`src/rtl/shift_deser_if.sv`:
```
// Word output port of the serial deserialiser: a single valid/ready channel.
interface shift_deser_if #(
   parameter int unsigned WIDTH = 4
);
   logic [WIDTH-1:0] dout;
   logic             dout_valid;
   logic             dout_ready;

   modport master (
      output dout,
      output dout_valid,
      input  dout_ready
   );

   modport slave (
      input  dout,
      input  dout_valid,
      output dout_ready
   );
endinterface

```
`src/rtl/shift_deser.sv`:
```
// Serial-in / parallel-out word receiver with MSB- or LSB-first framing,
// a single-entry valid/ready output register and sticky overrun detection.
module shift_deser #(
   parameter int unsigned WIDTH = 4
) (
   input  logic          clk,
   input  logic          rst_n,
   input  logic          start,
   input  logic          dir,
   input  logic          sin,
   input  logic          bit_en,
   input  logic          clr,
   output logic          busy,
   output logic          overrun,
   shift_deser_if.master dport
);
   localparam int unsigned CntW = (WIDTH > 2) ? $clog2(WIDTH) : 1;
   localparam logic [CntW-1:0] LastCnt = CntW'(WIDTH - 1);

   typedef enum logic [0:0] {StIdle, StShift} state_e;

   state_e             state_q;
   logic [CntW-1:0]    cnt_q;
   logic [WIDTH-1:0]   sreg_q;
   logic               dir_q;
   logic [WIDTH-1:0]   dout_q;
   logic               valid_q;
   logic               busy_q;
   logic               ovr_q;

   logic [WIDTH-1:0]   shift_next;
   logic               last_bit;
   logic               take;

   always_comb begin
      shift_next = dir_q ? {sin, sreg_q[WIDTH-1:1]} : {sreg_q[WIDTH-2:0], sin};
      last_bit   = (state_q == StShift) && !start && bit_en && (cnt_q == LastCnt);
      // Holding register can accept a new word if empty or being drained this edge.
      take       = !valid_q || dport.dout_ready;
   end

   always_ff @(posedge clk or negedge rst_n) begin
      if (!rst_n) begin
         state_q <= StIdle;
         cnt_q   <= '0;
         sreg_q  <= '0;
         dir_q   <= 1'b0;
         dout_q  <= '0;
         valid_q <= 1'b0;
         busy_q  <= 1'b0;
         ovr_q   <= 1'b0;
      end else begin
         if (clr) ovr_q <= 1'b0;
         if (valid_q && dport.dout_ready) valid_q <= 1'b0;

         // Later assignments win: a fresh word overrides the drain, a drop overrides clr.
         if (last_bit) begin
            if (take) begin
               dout_q  <= shift_next;
               valid_q <= 1'b1;
            end else begin
               ovr_q   <= 1'b1;
            end
         end

         case (state_q)
            StIdle: begin
               if (start) begin
                  state_q <= StShift;
                  busy_q  <= 1'b1;
                  cnt_q   <= '0;
                  sreg_q  <= '0;
                  dir_q   <= dir;
               end
            end
            StShift: begin
               if (start) begin
                  cnt_q  <= '0;
                  sreg_q <= '0;
                  dir_q  <= dir;
               end else if (bit_en) begin
                  sreg_q <= shift_next;
                  if (cnt_q == LastCnt) begin
                     cnt_q   <= '0;
                     state_q <= StIdle;
                     busy_q  <= 1'b0;
                  end else begin
                     cnt_q <= cnt_q + CntW'(1);
                  end
               end
            end
            default: begin
               state_q <= StIdle;
               busy_q  <= 1'b0;
            end
         endcase
      end
   end

   assign dport.dout       = dout_q;
   assign dport.dout_valid = valid_q;
   assign busy             = busy_q;
   assign overrun          = ovr_q;

endmodule
```
`src/flat_wrapper.sv`:
```
// flat-port wrapper written by rule: the top's interface ports become plain ports
module shift_deser_flat 
#(
   parameter int unsigned WIDTH = 4
)
  (clk, rst_n, start, dir, sin, bit_en, clr, busy, overrun, dport_dout, dport_dout_valid, dport_dout_ready);
  shift_deser_if #(.WIDTH(WIDTH)) dport_i ();
  input  logic clk;
  input  logic rst_n;
  input  logic start;
  input  logic dir;
  input  logic sin;
  input  logic bit_en;
  input  logic clr;
  output logic busy;
  output logic overrun;
  output wire logic [$bits(dport_i.dout)-1:0] dport_dout;
  output wire logic [$bits(dport_i.dout_valid)-1:0] dport_dout_valid;
  input wire logic [$bits(dport_i.dout_ready)-1:0] dport_dout_ready;
  assign dport_dout = dport_i.dout;
  assign dport_dout_valid = dport_i.dout_valid;
  assign dport_i.dout_ready = dport_dout_ready;
  shift_deser #(.WIDTH(WIDTH)) u_core (.clk(clk), .rst_n(rst_n), .start(start), .dir(dir), .sin(sin), .bit_en(bit_en), .clr(clr), .busy(busy), .overrun(overrun), .dport(dport_i));
endmodule
```
`config.mk`:
```
export PLATFORM = sky130hd
export DESIGN_NAME = shift_deser_flat
export DESIGN_NICKNAME = d
export VERILOG_FILES = /design/src/rtl/shift_deser_if.sv /design/src/rtl/shift_deser.sv /design/src/flat_wrapper.sv
export SDC_FILE = /design/constraint.sdc
export NUM_CORES = 1
export LEC_CHECK = 0
export ABC_AREA = 1
export BUFFER_PORTS_ARGS = -buffer_cell sky130_fd_sc_hd__buf_4
export CAP_MARGIN = 25
export CORE_AREA = 2 2 39 41
export CTS_BUF_LIST = sky130_fd_sc_hd__clkbuf_4
export DETAILED_ROUTE_END_ITERATION = 10
export DIE_AREA = 0 0 41 43
export MAX_ROUTING_LAYER = met4
export PLACE_DENSITY = 0.88
export SKIP_CTS_REPAIR_TIMING = 1
export SYNTH_ARGS = -nofsm -noshare
export SYNTH_HDL_FRONTEND = slang
export SYNTH_SLANG_ARGS = --single-unit
```
`constraint.sdc`:
```
create_clock -name clk -period 2.1 [get_ports clk]
set_clock_uncertainty 0.05 [all_clocks]
set_input_delay 0.42 -clock clk [delete_from_list [all_inputs] [get_ports clk]]
set_output_delay 0.42 -clock clk [all_outputs]
set_load 0.1 [all_outputs]
```
==> results of run 1 <==
-- stage by stage --
stage | instances | setup WS, ps | util [%] | total power [W]
global route | 120 | 621 | 62.9 | 0.000706
detailed placement | 115 | 710 | 60.0 | 0.000498
finish | 120 | 679 | 62.9 | 0.000669
CTS | 119 | 664 | 62.2 | 0.000676
floorplan | 85 | 467 | - | 0.000447
global placement | 115 | 752 | 60.0 | 0.000493
-- layout make-up --
cell class                 instances  area (sq um)
multi-input combinational         64           308
tap                               16          20.0
timing repair buffer              15           115
clock buffer                       4          30.0
fill                             122           513
inverter                           6          22.5
sequential                        15           375
-- power breakdown --
| part | leakage [nW] | switching, W | internal (W) |
|---|---|---|---|
| Clock | 0.0184 | 0.0000905 | 0.0000868 |
| Sequential | 0.197 | 0.0000137 | 0.000308 |
| Combinational | 0.279 | 0.000129 | 0.0000411 |
-- metal layers --
metal	global-route usage [%]	wire, microns
met1	23.8	587
met2	32.2	646
met3	6.28	73
met4	10.0	21
met5	-	0
-- sequential cells by signal, summed over array words and instances, names as in the netlist --
name                     flops
u_core.overrun               1
u_core.busy                  1
u_core.state_q               1
u_core.dport.dout_valid      1
u_core.cnt_q                 2
u_core.dir_q                 1
u_core.dport.dout            4
u_core.sreg_q                4
-- Yosys cell counts --
cell | instances | area (sq um)
nor2_1 | 4 | 15.0
nor2_4 | 2 | 22.5
o22ai_1 | 1 | 6.26
dfrtp_1 | 15 | 375
nand2_1 | 44 | 165
nand2_2 | 1 | 6.26
o21ai_0 | 1 | 5.00
a21oi_2 | 1 | 8.76
nand3_1 | 5 | 25.0
nor3_1 | 1 | 5.00
ha_1 | 3 | 37.5
nand2_4 | 1 | 11.3
inv_1 | 6 | 22.5
-- worst paths after layout --
kind                            slack, ps                    to  cells past startpoint
worst max-delay path                  680         dport_dout[0]                      1
worst min-delay path                  250        u_core.overrun                      2
worst max register to register        870  u_core.dport.dout[2]                      6
worst min register to register        430  u_core.dport.dout[1]                      2
max in group asynchronous            1360  u_core.dport.dout[1]                      2
min in group asynchronous             460        u_core.state_q                      2
-- kinds of logic (layout without fill, tap and decap cells) --
logic type,after synthesis,count (layout)
simple gates,58,58
flops,15,15
buf+inv,6,25
fa+ha+maj,3,3
compound gates,3,3
==> results by group, run 1 <==
Outcome
  – Outcome: completed

Global routing
  – First-pass GRT wire length: 2370 microns
  – Initial antenna violation count: 0
  – Vias in the first global route: 581
  – GRT Total Usage: 20.9%
  – Gr ovfl total: 0
  – Largest net degree at the start of global routing: 16

Power
  – Leak: 0.494 nW
  – Pwr dens: 769 nW/um^2
  – Max IR drop VDD: 0.000405 V

Die
  – # IOs: 15
  – Die H: 43 microns
  – FP Rows: 14
  – Initial Util: 51.0%
  – Die Width: 41 microns
  – Die area: 1760 sq um
  – Core area: 1380 sq um

Setup path
  – Worst Setup Path Type: reg -> out
  – RR Startpoint: u_core.state_q
  – Worst path max stage delay: 370 ps
  – Crit Path Max Fanout: 2
  – Worst Setup Start Kind: flip-flop
  – Crit. End Element: output pin
  – Worst path slowest cell: dfrtp_1
  – Delay-heaviest family, CP: flip-flops
  – Crit path cell chain: buf_4
  – Critical Path Start: u_core.dport.dout[0]
  – Worst Path Required: 1630 ps
  – Worst EP arrival: 950 ps
  – CP bufs+invs: 1

Timing
  – RSZ-0062 raised after global routing: false
  – Slew @ Worst Pin: 280 ps
  – Clock period minus worst slack: 1420 ps
  – Max Slew Vio Count: 0
  – Rel. slew slack: 81.5%
  – Final setup viols: 0
  – Hold WS: 255 ps
  – Final hold vios: 0
  – F_max: 704 MHz
  – Final Cycle Share: 67.7%
  – Setup TNS: 0 ps

Clock network
  – Skew-Pair Late Insertion Delay: 280 ps
  – Root buffer cell: clkbuf_4
  – CTS tree: built
  – Clock-pin slew on the worst setup and hold paths: 80 ps
  – CTS HTree Levels: 1
  – Clock Sink Count: 15
  – CTS buffer count: 3
  – Clock buffer depth: 2

Final layout
  – Layout Nets: 116
  – Most common cell after layout, fill and taps aside: nand2_1
  – Most frequent cells in the layout: 44 x nand2_1, 15 x dfrtp_1, 14 x buf_4
  – Design area: 871 sq um
  – Syn-to-layout area delta: 23.4%
  – Diode count: 0
  – Layout cells sized above 1: 22.1%

Detailed routing
  – Drt initial violations: 6
  – Via Count: 592
  – Final WL: 1330 microns
  – TritonRoute pass-1 iters: 4
  – Antenna viol nets, final: 0
  – Vias per inst: 4.93
  – DRC viols: 0
  – WL/cell: 11.1 microns

Yosys
  – Number of distinct library cells after synthesis: 13
  – XOR/XNOR Fraction of Synth Area: 0%
  – Post-synthesis sequential area ratio: 53.2%
  – Compound-gate portion of the synthesized area: 2.84%
  – Syn avg cell area: 8.30 sq um
  – Post-Synth Simple-Gate Area: 35.5%
  – Area of the mapped netlist: 706 sq um
  – Largest family of logic cells by synthesized area: simple AND/OR/NAND/NOR gates
  – Post-Syn Instances: 85
  – #FFs+latches synth: 15
  – Ys Warns: 0
  – Adder-cell share of the synthesized area: 5.32%
  – Mux cell area share after synthesis: 0%
  – Syn Nets: 96

Worst hold path
  – Min-delay src: clr
  – Min-delay worst type: in -> reg

Placed design
  – # port buffers: 14
  – Post-DP HPWL: 1050 microns
  – Post-placement cell area: 831 sq um
  – GPL Wtd Cong: 0.892

Run
  – Max-cap check violation count: 0
(Power assumes the default switching activity.)
==> run 2: changes to the inputs <==
- ABC_AREA: 1 -> 0
- CORE_AREA: 2 2 39 41 -> default
- CORE_MARGIN: default -> 2
- CORE_UTILIZATION: default -> 49
- DIE_AREA: 0 0 41 43 -> default
- PLACE_DENSITY: 0.88 -> 0.86
- clock period: 2.1 -> 1.1 ns (I/O delays scaled with it)
==> run 2 against run 1 <==
The flow now finishes with violations (negative setup slack). Global-route usage is 2.7 points lower. Clock power grew 84%. Worst hold slack got worse by 200 ps. Worst setup slack lost 850 ps. Cell count is 14% lower. Critical path type is now reg -> reg. Largest power group unchanged.
==> results by group, run 2 <==
Final layout
  – Register area: 385 sq um (+2.7%)
  – Area of the multi-input gates: 314 sq um (+2.0%)
  – Design area: 1040 sq um (+20%)
  – FILL cells: 68 (-44%)
  – Most common cell after layout, fill and taps aside: buf_4
  – Syn-to-layout area delta: 50.7%
  – Layout Nets: 100 (-14%)
  – Most frequent cells in the layout: 15 x buf_4, 12 x nand2_1, 9 x dfrtp_1
  – Diode count: 0 (unchanged)
  – Layout cells sized above 1: 51.1% (+29 points)
  – Layout Cells excl Fill: 103 (-14%)

Setup path
  – Crit. End Element: flip-flop
  – Crit path cell chain: ha_2 > nand3_2 > nor2b_4 > mux2_4
  – Worst EP arrival: 1410 ps (+460 ps)
  – Crit Path Max Fanout: 2 (unchanged)
  – CP bufs+invs: 0 (-1)
  – Worst Setup Start Kind: flip-flop
  – Worst path max stage delay: 380 ps (about the same)
  – Delay-heaviest family, CP: flip-flops
  – Worst path slowest cell: dfrtp_1
  – Worst Setup Path Type: reg -> reg
  – R2R Setup Slk: -170 ps (-1040 ps)
  – Worst Path Required: 1230 ps (-400 ps)

Power
  – Max IR drop VDD: 0.000904 V (+120%)
  – Leak: 0.504 nW (+2.1%)
  – Pwr dens: 1520 nW/um^2 (+98%)

Timing
  – Max Slew Vio Count: 0 (unchanged)
  – Slew @ Worst Pin: 209 ps (-71.1 ps)
  – Final setup viols: 11 (+11)
  – RSZ-0062 raised after global routing: true
  – Hold WS: 53.0 ps (-202 ps)
  – Final Cycle Share: 116%
  – Final hold vios: 0 (unchanged)
  – Rel. slew slack: 85.7% (+4.2 points)
  – F_max: 784 MHz
  – Setup TNS: -1120 ps (-1120 ps)
  – Clock period minus worst slack: 1270 ps
  – Setup WS post-layout: -175 ps (-854 ps)

Placed design
  – Post-placement cell area: 876 sq um (+5.4%)
  – GPL Wtd Cong: 0.795 (-11%)
  – Pre-CTS setup slack: -217 ps (-927 ps)
  – # port buffers: 14 (unchanged)
  – DP Cell Count: 97 (-16%)

Yosys
  – #FFs+latches synth: 15 (unchanged)
  – Top post-synthesis cells by area: dfrtp_1 54%, mux2i_1 8.7%, nand2_1 6.5%
  – Post-synthesis sequential area ratio: 54.2% (+0.96 points)
  – Post-synth top flop: dfrtp_1
  – Top-count cell post-synth: dfrtp_1
  – Ys Warns: 0 (unchanged)
  – Area leader, netlist: dfrtp_1
  – Syn Nets: 72 (-25%)
  – Syn avg cell area: 11.4 sq um (+37%)
  – Area of the mapped netlist: 693 sq um (-1.8%)
  – Post-synth EDFFs: 0 (unchanged)
  – Number of distinct library cells after synthesis: 18 (+5)
  – Share of the synthesized area in the top cell type: 54.2% (+0.96 points)
  – Fraction of registers with async set/reset: 100% (unchanged)
  – Top post-synthesis cells by count: 15 x dfrtp_1, 12 x nand2_1, 6 x inv_1, 6 x mux2i_1, 6 x o21ai_0
  – Post-Syn Instances: 61 (-28%)

Clock network
  – Clock buffer depth: 2 (unchanged)
  – CTS buffer count: 3 (unchanged)
  – Skew-Pair Late Insertion Delay: 290 ps (about the same)
  – Root buffer cell: clkbuf_4
  – CTS tree: built
  – Clock-pin slew on the worst setup and hold paths: 90 ps (about the same)
  – CTS HTree Levels: 1 (unchanged)
  – Clock Sink Count: 15 (unchanged)

Outcome
  – Failing checks: negative setup slack
  – Outcome: complete, but fails checks

Detailed routing
  – Final WL: 1510 microns (+14%)
  – DRC viols: 0 (unchanged)
  – WL/cell: 14.7 microns (+33%)
  – Vias per inst: 5.39 (+9.2%)
  – Via Count: 555 (-6.3%)
  – Antenna viol nets, final: 0 (unchanged)
  – Drt initial violations: 13 (+7)
  – TritonRoute pass-1 iters: 4 (unchanged)

Run
  – Max-cap check violation count: 0 (unchanged)

Global routing
  – Gr ovfl total: 0 (unchanged)
  – First-pass GRT wire length: 2300 microns (-3.2%)
  – GRT Total Usage: 18.2% (-2.7 points)
  – Largest net degree at the start of global routing: 16 (unchanged)
  – Initial antenna violation count: 0 (unchanged)
  – Vias in the first global route: 550 (-5.3%)

Die
  – FP Rows: 13 (-1)
  – Initial Util: 52.6% (+1.6 points)
  – # IOs: 15 (unchanged)
  – Die Width: 41.6 microns (+1.5%)
  – Core area: 1320 sq um (-4.8%)
  – Die H: 41.6 microns (-3.2%)
  – Die area: 1730 sq um (-1.8%)

Worst hold path
  – Min-delay worst type: in -> reg
run 2: kinds of logic (layout without fill, tap and decap cells):
logic type               after synthesis  count (layout)  synth area share [%]
multiplexers                           9               9                  14.6
buffers and inverters                  8              35                  5.96
AO/OA/AOI/OAI                          9               9                  7.04
flip-flops                            15              15                  54.2
adder cells (fa/ha/maj)                3               3                  5.42
AND/OR/NAND/NOR                       17              17                  12.8
run 2: area by class of cell:
type                       count  share of cell area (%)
tap                           15                    1.80
clock buffer                   3                    2.16
multi-input combinational     38                    30.1
clock inverter                 1                   0.479
sequential                    15                    36.9
timing repair buffer          25                    26.5
inverter                       6                    2.16
run 2: per-layer routing:
metal	wire length [microns]	GRT usage [%]	vias to the layer above	part of all wire [%]
met3	76	5.65	4	5.0
met5	0	-	-	0
met2	779	30.9	16	51
li1	-	-	256	-
met4	36	7.10	0	2.4
met1	620	19.8	279	41
run 2: power by group:
part	internal [W]	switching, W
logic	0.000215	0.000392
registers	0.000612	0.0000478
clock network	0.000135	0.000191
run 2: stage by stage:
step	util [%]	total power (W)
2_1_floorplan	-	0.00103
3_3_place_gp	66.5	0.00115
3_5_place_dp	66.5	0.00116
4_1_cts	68.6	0.00149
5_1_grt	79.3	0.00166
6_report	79.3	0.00159
run 2: worst paths after layout:
path	cells after the start	endpoint	startpoint
hold reg to reg	2	u_core.sreg_q[0]	u_core.sreg_q[0]
hold / removal	2	u_core.overrun	clr
setup / recovery	4	u_core.dport.dout[1]	u_core.cnt_q[1]
min in group asynchronous	2	u_core.dport.dout_valid	rst_n
setup reg to reg	4	u_core.dport.dout[1]	u_core.cnt_q[1]
max in group asynchronous	2	u_core.dport.dout_valid	rst_n
